[src/rtl/ibex_cheri_cap_seq.sv]
// ibex_cheri_cap_seq
// Capability-width (64-bit data + tag) load/store sequencer for the CHERI Ibex
// LSU path. One capability access is first checked by the CHERI memory checker.
// If the checker is clean, the access is issued as two 32-bit OBI word beats,
// low word first.
//
// Optional feature: define IBEX_CHERI_CAPSEQ_WDOG_EN to build a bus-wait
// watchdog. The watchdog aborts an access after WdogCycles cycles spent without
// progress in a bus state. Without the macro, bus waits are unbounded.

package ibex_cheri_cap_seq_pkg;

    // Exception vector reported by the CHERI memory checker
    typedef struct packed {
        logic tag_violation;
        logic seal_violation;
        logic perm_violation;
        logic length_violation;
        logic align_violation;
    } cheri_exc_t;

endpackage

module ibex_cheri_cap_seq
    import ibex_cheri_cap_seq_pkg::*;
#(
    parameter int unsigned WdogCycles = 255
) (
    input  logic        clk_i,
    input  logic        rst_ni,

    input  logic        req_i,
    input  logic        req_we_i,
    input  logic [31:0] req_addr_i,
    input  logic [63:0] req_wdata_i,
    input  logic        req_wtag_i,
    output logic        busy_o,
    output logic        done_o,
    output logic [63:0] rdata_o,
    output logic        rtag_o,
    output logic        exc_o,
    output cheri_exc_t  exc_cause_o,
    output logic        err_o,

    output logic [31:0] chk_addr_o,
    output logic        chk_we_o,
    output logic [1:0]  chk_type_o,
    output logic [3:0]  chk_be_o,
    output logic        chk_cap_o,
    input  cheri_exc_t  chk_exc_i,

    output logic        data_req_o,
    input  logic        data_gnt_i,
    input  logic        data_rvalid_i,
    input  logic        data_err_i,
    output logic [31:0] data_addr_o,
    output logic        data_we_o,
    output logic [3:0]  data_be_o,
    output logic [31:0] data_wdata_o,
    output logic        data_wtag_o,
    input  logic [31:0] data_rdata_i,
    input  logic        data_rtag_i
);

    typedef enum logic [2:0] {
        IDLE,
        CHECK,
        LO_REQ,
        LO_RESP,
        HI_REQ,
        HI_RESP
    } state_e;

    state_e      state_q;
    logic [31:0] addr_q;
    logic        we_q;
    logic [63:0] wdata_q;
    logic        wtag_q;
    logic        lo_tag_q;
    logic        done_q;
    logic        exc_q;
    logic        err_q;
    logic [63:0] rdata_q;
    logic        rtag_q;
    cheri_exc_t  cause_q;
    logic        hi_phase;
    logic        wdog_expire;

`ifdef IBEX_CHERI_CAPSEQ_WDOG_EN
    localparam logic [16:0] WdogLimit = 17'(WdogCycles);

    logic [15:0] wdog_q;
    logic [16:0] wdog_next;
    logic        bus_state;
    logic        bus_step;

    assign bus_state = (state_q == LO_REQ) || (state_q == LO_RESP) ||
                       (state_q == HI_REQ) || (state_q == HI_RESP);
    assign bus_step  = (((state_q == LO_REQ)  || (state_q == HI_REQ))  && data_gnt_i) ||
                       (((state_q == LO_RESP) || (state_q == HI_RESP)) && data_rvalid_i);
    assign wdog_next   = {1'b0, wdog_q} + 17'd1;
    assign wdog_expire = bus_state && !bus_step && (wdog_next == WdogLimit);

    // Count cycles spent waiting in a bus state; any state change restarts the count
    always_ff @(posedge clk_i) begin
        if (!rst_ni) begin
            wdog_q <= '0;
        end else if (!bus_state || bus_step || wdog_expire) begin
            wdog_q <= '0;
        end else begin
            wdog_q <= wdog_next[15:0];
        end
    end
`else
    logic unused_wdog_cfg;

    assign wdog_expire     = 1'b0;
    assign unused_wdog_cfg = |WdogCycles;
`endif

    // Main sequencer: accept, check, two word beats, registered completion
    always_ff @(posedge clk_i) begin
        if (!rst_ni) begin
            state_q  <= IDLE;
            addr_q   <= '0;
            we_q     <= 1'b0;
            wdata_q  <= '0;
            wtag_q   <= 1'b0;
            lo_tag_q <= 1'b0;
            done_q   <= 1'b0;
            exc_q    <= 1'b0;
            err_q    <= 1'b0;
            rdata_q  <= '0;
            rtag_q   <= 1'b0;
            cause_q  <= '0;
        end else begin
            done_q <= 1'b0;
            unique case (state_q)
                IDLE: begin
                    if (req_i) begin
                        addr_q  <= {req_addr_i[31:3], 3'b000};
                        we_q    <= req_we_i;
                        wdata_q <= req_wdata_i;
                        wtag_q  <= req_wtag_i;
                        exc_q   <= 1'b0;
                        err_q   <= 1'b0;
                        state_q <= CHECK;
                    end
                end
                CHECK: begin
                    if (|chk_exc_i) begin
                        cause_q <= chk_exc_i;
                        exc_q   <= 1'b1;
                        done_q  <= 1'b1;
                        state_q <= IDLE;
                    end else begin
                        state_q <= LO_REQ;
                    end
                end
                LO_REQ: begin
                    if (data_gnt_i) begin
                        state_q <= LO_RESP;
                    end else if (wdog_expire) begin
                        err_q   <= 1'b1;
                        done_q  <= 1'b1;
                        state_q <= IDLE;
                    end
                end
                LO_RESP: begin
                    if (data_rvalid_i) begin
                        if (!we_q) begin
                            rdata_q[31:0] <= data_rdata_i;
                        end
                        lo_tag_q <= data_rtag_i;
                        if (data_err_i) begin
                            err_q   <= 1'b1;
                            done_q  <= 1'b1;
                            state_q <= IDLE;
                        end else begin
                            state_q <= HI_REQ;
                        end
                    end else if (wdog_expire) begin
                        err_q   <= 1'b1;
                        done_q  <= 1'b1;
                        state_q <= IDLE;
                    end
                end
                HI_REQ: begin
                    if (data_gnt_i) begin
                        state_q <= HI_RESP;
                    end else if (wdog_expire) begin
                        err_q   <= 1'b1;
                        done_q  <= 1'b1;
                        state_q <= IDLE;
                    end
                end
                HI_RESP: begin
                    if (data_rvalid_i) begin
                        if (!we_q) begin
                            rdata_q[63:32] <= data_rdata_i;
                            rtag_q         <= lo_tag_q & data_rtag_i;
                        end
                        err_q   <= data_err_i;
                        done_q  <= 1'b1;
                        state_q <= IDLE;
                    end else if (wdog_expire) begin
                        err_q   <= 1'b1;
                        done_q  <= 1'b1;
                        state_q <= IDLE;
                    end
                end
                default: begin
                    state_q <= IDLE;
                end
            endcase
        end
    end

    // The latched address is 8-byte aligned, so the high beat just sets bit 2
    assign hi_phase = (state_q == HI_REQ) || (state_q == HI_RESP);

    assign busy_o      = (state_q != IDLE);
    assign done_o      = done_q;
    assign rdata_o     = rdata_q;
    assign rtag_o      = rtag_q;
    assign exc_o       = exc_q;
    assign exc_cause_o = cause_q;
    assign err_o       = err_q;

    assign chk_addr_o = addr_q;
    assign chk_we_o   = we_q;
    assign chk_type_o = 2'b11;
    assign chk_be_o   = 4'hF;
    assign chk_cap_o  = 1'b1;

    assign data_req_o   = (state_q == LO_REQ) || (state_q == HI_REQ);
    assign data_addr_o  = {addr_q[31:3], hi_phase, 2'b00};
    assign data_we_o    = we_q;
    assign data_be_o    = 4'hF;
    assign data_wdata_o = hi_phase ? wdata_q[63:32] : wdata_q[31:0];
    assign data_wtag_o  = wtag_q;

endmodule

[config.mk]
export PLATFORM = sky130hd
export DESIGN_NAME = ibex_cheri_cap_seq
export DESIGN_NICKNAME = d
export VERILOG_FILES = /design/src/rtl/ibex_cheri_cap_seq.sv
export SDC_FILE = /design/constraint.sdc
export NUM_CORES = 1
export LEC_CHECK = 0
export BUFFER_PORTS_ARGS = -buffer_cell sky130_fd_sc_hd__buf_2
export CORE_MARGIN = 2
export CORE_UTILIZATION = 43
export CTS_BUF_LIST = sky130_fd_sc_hd__clkbuf_16
export CTS_CLUSTER_SIZE = 16
export DETAILED_ROUTE_END_ITERATION = 6
export PLACE_DENSITY = 0.77
export SETUP_SLACK_MARGIN = 0.2
export SYNTH_ARGS = -nofsm -noshare
export SYNTH_HDL_FRONTEND = slang
export SYNTH_SLANG_ARGS = --single-unit
export TNS_END_PERCENT = 20
[constraint.sdc]
create_clock -name clk_i -period 1.5 [get_ports clk_i]
set_input_delay 0.075 -clock clk_i [delete_from_list [all_inputs] [get_ports clk_i]]
set_output_delay 0.075 -clock clk_i [all_outputs]
set_load 0.1 [all_outputs]
==> results of run 1 <==
power groups by stage:
stage,logic [uW],clock network (uW),registers (uW)
final,3290,4560,4890
after global placement,2600,0,4910
after detailed placement,2610,0,4920
after CTS,3030,4560,4840
after global routing,3390,4790,4910
after floorplan,1600,0,5320
metrics by stage:
| stage | TNS, ns | instances | worst slack [ns] | hold WS, ns | util (%) |
|---|---|---|---|---|---|
| floorplan | -0.00238 | 943 | -0.00238 | 0.205 | - |
| finish | -31.43 | 1599 | -0.333 | 0.0437 | 79.9 |
| detailed placement | 0 | 1389 | 0.0137 | 0.312 | 59.2 |
| CTS | -15.80 | 1577 | -0.316 | 0.0150 | 75.3 |
| global route | -38.15 | 1599 | -0.365 | 0.0391 | 79.9 |
| global placement | 0 | 1389 | 0.0620 | 0.306 | 59.2 |
flip-flops by register name, indices dropped and copies added, names as in the netlist:
register,cells
state_q,3
exc_o,1
err_o,1
data_wtag_o,1
chk_we_o,1
done_o,1
lo_tag_q,1
rdata_o,64
rtag_o,1
exc_cause_o,5
chk_addr_o,29
wdata_q,64
final timing paths:
path	to	slack (ns)	cells after the start
setup / recovery	data_wdata_o[11]	-0.33	9
hold / removal	wdata_q[61]	0.04	2
setup reg to reg	wdata_q[13]	-0.31	7
hold reg to reg	wdata_q[16]	0.46	2
cell type report:
class / instances / area, um^2 / share of cell area (%)
Inverter: 3 / 13.8 / 0.101
Clock inverter: 15 / 180 / 1.32
Tap cell: 225 / 282 / 2.06
Timing Repair Buffer: 521 / 4780 / 34.9
Sequential cell: 172 / 3510 / 25.6
Multi-Input combinational cell: 643 / 4490 / 32.8
Clock buffer: 17 / 425 / 3.11
Antenna cell: 3 / 7.51 / 0.0549
cell usage after synthesis (all sizes together) (2+ instances only):
master	count
nand2	294
dfxtp	172
a21boi	162
buf	77
nand3	70
o21ai	70
clkbuf	48
nor2b	5
a21oi	3
inv	3
nand2b	3
nand3b	3
a21o	2
conb	2
mux2i	2
nand4	2
cell families (layout without fill, tap and decap cells):
kind of cell | Yosys count | in the layout | synth area share (%)
and+or+nand+nor | 384 | 384 | 21.7
muxes | 2 | 2 | 0.269
other | 2 | 19 | 0.101
buffers and inverters | 128 | 556 | 9.58
AOI/OAI and AO/OA | 241 | 241 | 22.0
DFF | 172 | 172 | 46.3
per-layer routing:
layer	share of wire, %	global-route usage, %	up-vias
li1	-	-	3891
met1	36	31.8	4194
met2	52	51.7	468
met3	7.2	7.41	135
met4	5.3	14.9	0
met5	0	0	-
repair_timing:
item,CTS,global route
pin swaps,26,52
endpoints found under the setup margin,240,245
buffers inserted,14,14
endpoints found under the hold margin,167,0
cloned,8,5
hold buffers,134,0
resized for setup,164,203
==> impl_metrics.py, run 1 <==
metrics = {
    "run_status": {
        "status": "complete, but fails checks",
        "violations": "negative setup slack",
    },
    "power_and_ir_drop": {
        "vdd_ir_drop_max_mv": 0.802,
        "power_frac_seq_pct": 38.4,
        "power_frac_clock_pct": 35.8,
        "p_per_area_mw_per_mm2": 931,
        "p_leak_uw": 0.00599,
        "p_int_uw": 8270,
        "p_switching_uw": 4470,
        "power_frac_comb_pct": 25.8,
        "power_uw": 12700,
        "p_sw_share_pct": 35.1,
    },
    "worst_setup_path": {
        "end_kind": "output port",
        "cp_top_family": "buffers and inverters",
        "timing_worst_setup_path_type": "reg2out",
        "path_max_fanout": 6,
        "arrival_ns": 1.76,
        "crit_top_cell": "buf_12",
        "cpMaxStageDelayCell": "dfxtp_2",
        "crit_start": "state_q[2]",
        "startpoint_type": "flip-flop",
        "cp.required_ns": 1.42,
        "rr_startpoint": "state_q[2]",
        "cp_cell_sequence": "buf_6 -> nand2b_4 -> inv_4 -> buf_12 -> buf_12 -> clkbuf_16 -> nand2_8 -> nand2_8 -> buf_12",
        "max_stage_delay_ns": 0.33,
        "critPathBufInv": 6,
    },
    "sta": {
        "setup_viol": 161,
        "drv_slew": 0,
        "finalCritPeriodShare_pct": 122,
        "relSlewSlack_pct": 65.4,
        "fmax_mhz": 546,
        "clock_skew_ns": 0.0122,
        "finalCriticalPeriod_ns": 1.83,
        "worst_slew_pin_slew_ns": 0.523,
        "rsz0062_at_grt": "yes",
        "hold_violations": 0,
        "setup_ws_ns": -0.333,
    },
    "layout": {
        "fin_nets": 1500,
        "postLayoutCellArea_mm2": 0.0137,
        "fill_cells": 912,
        "final_cell_mix": "nand2_1, buf_2, dlygate4sd3_1",
        "area_growth_syn_to_layout_pct": 84.1,
        "layout-drive-gt1-share_pct": 43.3,
    },
    "drt": {
        "drtIter0Drc": 570,
        "ant_nets": 0,
        "num_vias": 8688,
        "firstDrtPassIters": 6,
        "vias_per_cell": 5.43,
        "drc": 0,
        "totalWireLength_um": 31700,
        "wl_per_cell_um": 19.8,
    },
    "floorplanning": {
        "die-area_mm2": 0.0184,
        "die_w_um": 135,
        "rows": 48,
        "initial_core_util_pct": 43.4,
        "pin_count": 327,
        "coreArea_mm2": 0.0171,
        "die_h_um": 135,
    },
    "clock_tree": {
        "clk_pin_slew_worst_paths_ns": 0.07,
        "cts_tree": "done",
        "cts_buffer_depth": 2,
        "cts_buffers": 17,
        "clock_latency_ns": 0.44,
        "ctsRootBufferMaster": "clkbuf_16",
        "cts_htree_levels": 4,
        "numClockSinks": 172,
    },
    "global_routing": {
        "antenna_found_initial": 3,
        "grt_first_pass_wirelength_um": 41900,
        "grt_usage_pct": 29.0,
        "grt_max_degree": 72,
        "grt-ovfl-total": 0,
        "grt_pass1_vias": 8186,
    },
    "place": {
        "routabilityCongestion": 0.812,
        "port_buffers": 307,
        "hpwl_um": 14500,
        "placed_area_mm2": 0.0101,
    },
    "synth": {
        "synth_cell_types": 32,
        "synth-edff-count": 0,
        "yosysTopAreaCell": "dfxtp_1",
        "syn_area_mm2": 0.00743,
        "synth.avg_cell_area_um2": 8.00,
        "seq_area_frac_synth_pct": 46.3,
        "synth_top_area_share_pct": 46.3,
        "synthTopCellsByArea": "dfxtp_1, nand2_1, a21boi_0, buf_4, a21boi_1",
        "yosys_most_used_dff": "dfxtp_1",
        "ys_ff_latch": 172,
        "yosys_warnings": 0,
        "syn_inst": 929,
        "async_flop_share_pct": 0,
    },
    "min_path": {
        "min_from": "rst_ni",
        "hold_path_class": "in2reg",
    },
    "run": {
        "maxCapViolations": 0,
    },
}
No activity file was read; power rests on OpenSTA's default activity.
==> run 2, diff against run 1 <==
--- a/config.mk
+++ b/config.mk
@@ -6,11 +6,11 @@
 export NUM_CORES = 1
 export LEC_CHECK = 0
-export BUFFER_PORTS_ARGS = -buffer_cell sky130_fd_sc_hd__buf_2
 export CORE_MARGIN = 2
-export CORE_UTILIZATION = 43
+export CORE_UTILIZATION = 45
 export CTS_BUF_LIST = sky130_fd_sc_hd__clkbuf_16
 export CTS_CLUSTER_SIZE = 16
 export DETAILED_ROUTE_END_ITERATION = 6
-export PLACE_DENSITY = 0.77
+export DONT_BUFFER_PORTS = 1
+export RECOVER_POWER = 50
 export SETUP_SLACK_MARGIN = 0.2
 export SYNTH_ARGS = -nofsm -noshare
==> constraint.sdc (replaced) <==
create_clock -name clk_i -period 1.5 [get_ports clk_i]
set_input_delay 0.3 -clock clk_i [delete_from_list [all_inputs] [get_ports clk_i]]
set_output_delay 0.3 -clock clk_i [all_outputs]
set_load 0.1 [all_outputs]
==> run 2 against run 1 <==
Compared with the run above:
- die area shrank 4.3%
- critical path type unchanged
- the run still ends with negative setup slack left
- register-to-register slack gained 0.10 ns
- clock-buffer cell count is the same
- wire length shrank 8.0%
- largest power group unchanged
- first-iteration DRC count shrank 26%
- sequential power is essentially flat
==> impl_metrics.py, run 2 (synthesized netlist as in run 1, its figures left out) <==
metrics = {
    "run_status": {
        "status": "complete, but fails checks",
        "violations": "negative setup slack",
    },
    "sta": {
        "fmax_mhz": 534,
        "setup_ws_ns": -0.371,
        "drv_slew": 0,
        "rsz0062_at_grt": "yes",
        "setup_viol": 185,
        "finalCritPeriodShare_pct": 125,
        "hold_violations": 0,
        "clock_skew_ns": 0.0105,
        "finalCriticalPeriod_ns": 1.87,
    },
    "place": {
        "port_buffers": 0,
        "hpwl_um": 14700,
        "routabilityCongestion": 0.837,
        "place_inst": 1170,
    },
    "layout": {
        "area_growth_syn_to_layout_pct": 74.1,
        "final_util_pct": 80.9,
        "final_common_cell": "nand2_1",
        "final_cell_mix": "nand2_1, dfxtp_1, a21boi_1",
        "fin_nets": 1210,
        "fill_cells": 913,
        "antenna_cells": 0,
        "stdcell_count": 1297,
        "layout-drive-gt1-share_pct": 46.7,
    },
    "worst_setup_path": {
        "crit_start": "state_q[1]",
        "rr_startpoint": "state_q[0]",
        "timing_worst_setup_path_type": "reg2out",
        "startpoint_type": "flip-flop",
        "r2r_setup_slack_ns": -0.21,
        "arrival_ns": 1.57,
        "path_max_fanout": 9,
        "cp.required_ns": 1.20,
        "end_kind": "output port",
    },
    "power_and_ir_drop": {
        "p_leak_uw": 0.00493,
        "p_sw_share_pct": 32.9,
        "vdd_ir_drop_max_mv": 0.858,
        "p_switching_uw": 3980,
        "power_frac_seq_pct": 40.3,
        "power_frac_clock_pct": 35.4,
        "p_per_area_mw_per_mm2": 934,
        "p_int_uw": 8110,
        "power_frac_comb_pct": 24.4,
    },
    "floorplanning": {
        "coreArea_mm2": 0.0160,
        "rows": 46,
        "die_h_um": 133,
        "die-area_mm2": 0.0176,
        "die_w_um": 133,
        "pin_count": 327,
        "initial_core_util_pct": 46.4,
    },
    "clock_tree": {
        "cts_buffers": 17,
        "cts_tree": "done",
        "numClockSinks": 172,
        "clock_latency_ns": 0.42,
        "ctsRootBufferMaster": "clkbuf_16",
        "clk_pin_slew_worst_paths_ns": 0.07,
        "cts_htree_levels": 4,
        "cts_buffer_depth": 2,
    },
    "drt": {
        "dr_wl_met2_um": 15400,
        "firstDrtPassIters": 7,
        "dr_wl_met3_um": 2280,
        "wl_met1_um": 10200,
        "ant_nets": 0,
        "drc": 0,
        "vias_per_cell": 5.70,
        "highest_layer": "met5",
        "totalWireLength_um": 29200,
        "drtIter0Drc": 424,
        "wl_per_cell_um": 22.5,
        "num_vias": 7394,
    },
    "global_routing": {
        "grt-ovfl-total": 0,
        "grt_pass1_vias": 7061,
        "antenna_found_initial": 1,
        "grt_usage_pct": 27.6,
        "grt_max_degree": 178,
        "grt_first_pass_wirelength_um": 38400,
    },
    "min_path": {
        "hold_path_class": "in2reg",
        "min_from": "req_wdata_i[31]",
    },
    "run": {
        "maxCapViolations": 0,
    },
}
[run 2: changes by cell type in the layout (fill, tap and decap cells not counted), sizes merged]
cell / change
diode: -3
bufbuf: -1
dlygate4sd3: -87
clkinv: +1
clkbuf: -35
inv: -2
bufinv: +1
buf: -167
[run 2: critical path, cell delays in order, from the launching register on]
cell       delay, ns
dfxtp_2         0.37
nand2b_4        0.23
clkbuf_16       0.20
nand2_1         0.14
nand2_8         0.21
[run 2: per-layer routing]
metal / GRT usage, % / vias up
met5: 0 / -
met4: 11.9 / 2
met3: 8.93 / 90
met2: 48.3 / 376
met1: 30.8 / 3618
li1: - / 3308
[run 2: layout make-up]
| class | instances | area, um^2 | area share, % |
|---|---|---|---|
| well taps | 216 | 270 | 2.09 |
| repair buffers | 231 | 3880 | 30.0 |
| clock inverters | 15 | 133 | 1.03 |
| multi-input cells | 643 | 4670 | 36.1 |
| clock buffers | 17 | 425 | 3.29 |
| flip-flops and latches | 172 | 3540 | 27.3 |
| inverters | 3 | 18.8 | 0.145 |
[run 2: timing repair]
| item | in CTS | in global routing |
|---|---|---|
| hold buffers | 22 | 25 |
| gates cloned | 20 | 5 |
| endpoints found under the hold margin | 22 | 25 |
| setup buffers | 18 | 5 |
| pin swaps | 53 | 99 |
| endpoints found under the setup margin | 337 | 337 |
| resized for setup | 150 | 412 |
[run 2: path summary, 6_finish.rpt]
kind | cells past startpoint | end
max | 4 | data_wdata_o[26]
min | 2 | wdata_q[31]
max reg2reg | 6 | wdata_q[44]
min reg2reg | 2 | wdata_q[13]
[run 2: power groups by stage]
stage               Sequential, uW  Clock, uW  Combinational [uW]
global route                  4880       4520                3030
detailed placement            4950          0                2240
global placement              4940          0                2220
CTS                           4850       4280                2670
finish                        4860       4280                2940
floorplan                     5340          0                1570
[run 2: metrics by stage]
stage / setup WS (ns) / setup TNS, ns / power [uW] / cell area [um^2] / hold slack [ns]
6_report: -0.371 / -30.74 / 12100 / 12900 / 0.00443
3_3_place_gp: 0.0539 / 0 / 7160 / 9320 / 0.432
5_1_grt: -0.430 / -37.73 / 12400 / 12900 / -0.00811
3_5_place_dp: 0.0106 / 0 / 7190 / 9320 / 0.433
4_1_cts: -0.380 / -29.69 / 11800 / 11200 / 0.000127
2_1_floorplan: -0.131 / -0.977 / 6910 / 8270 / 0.427
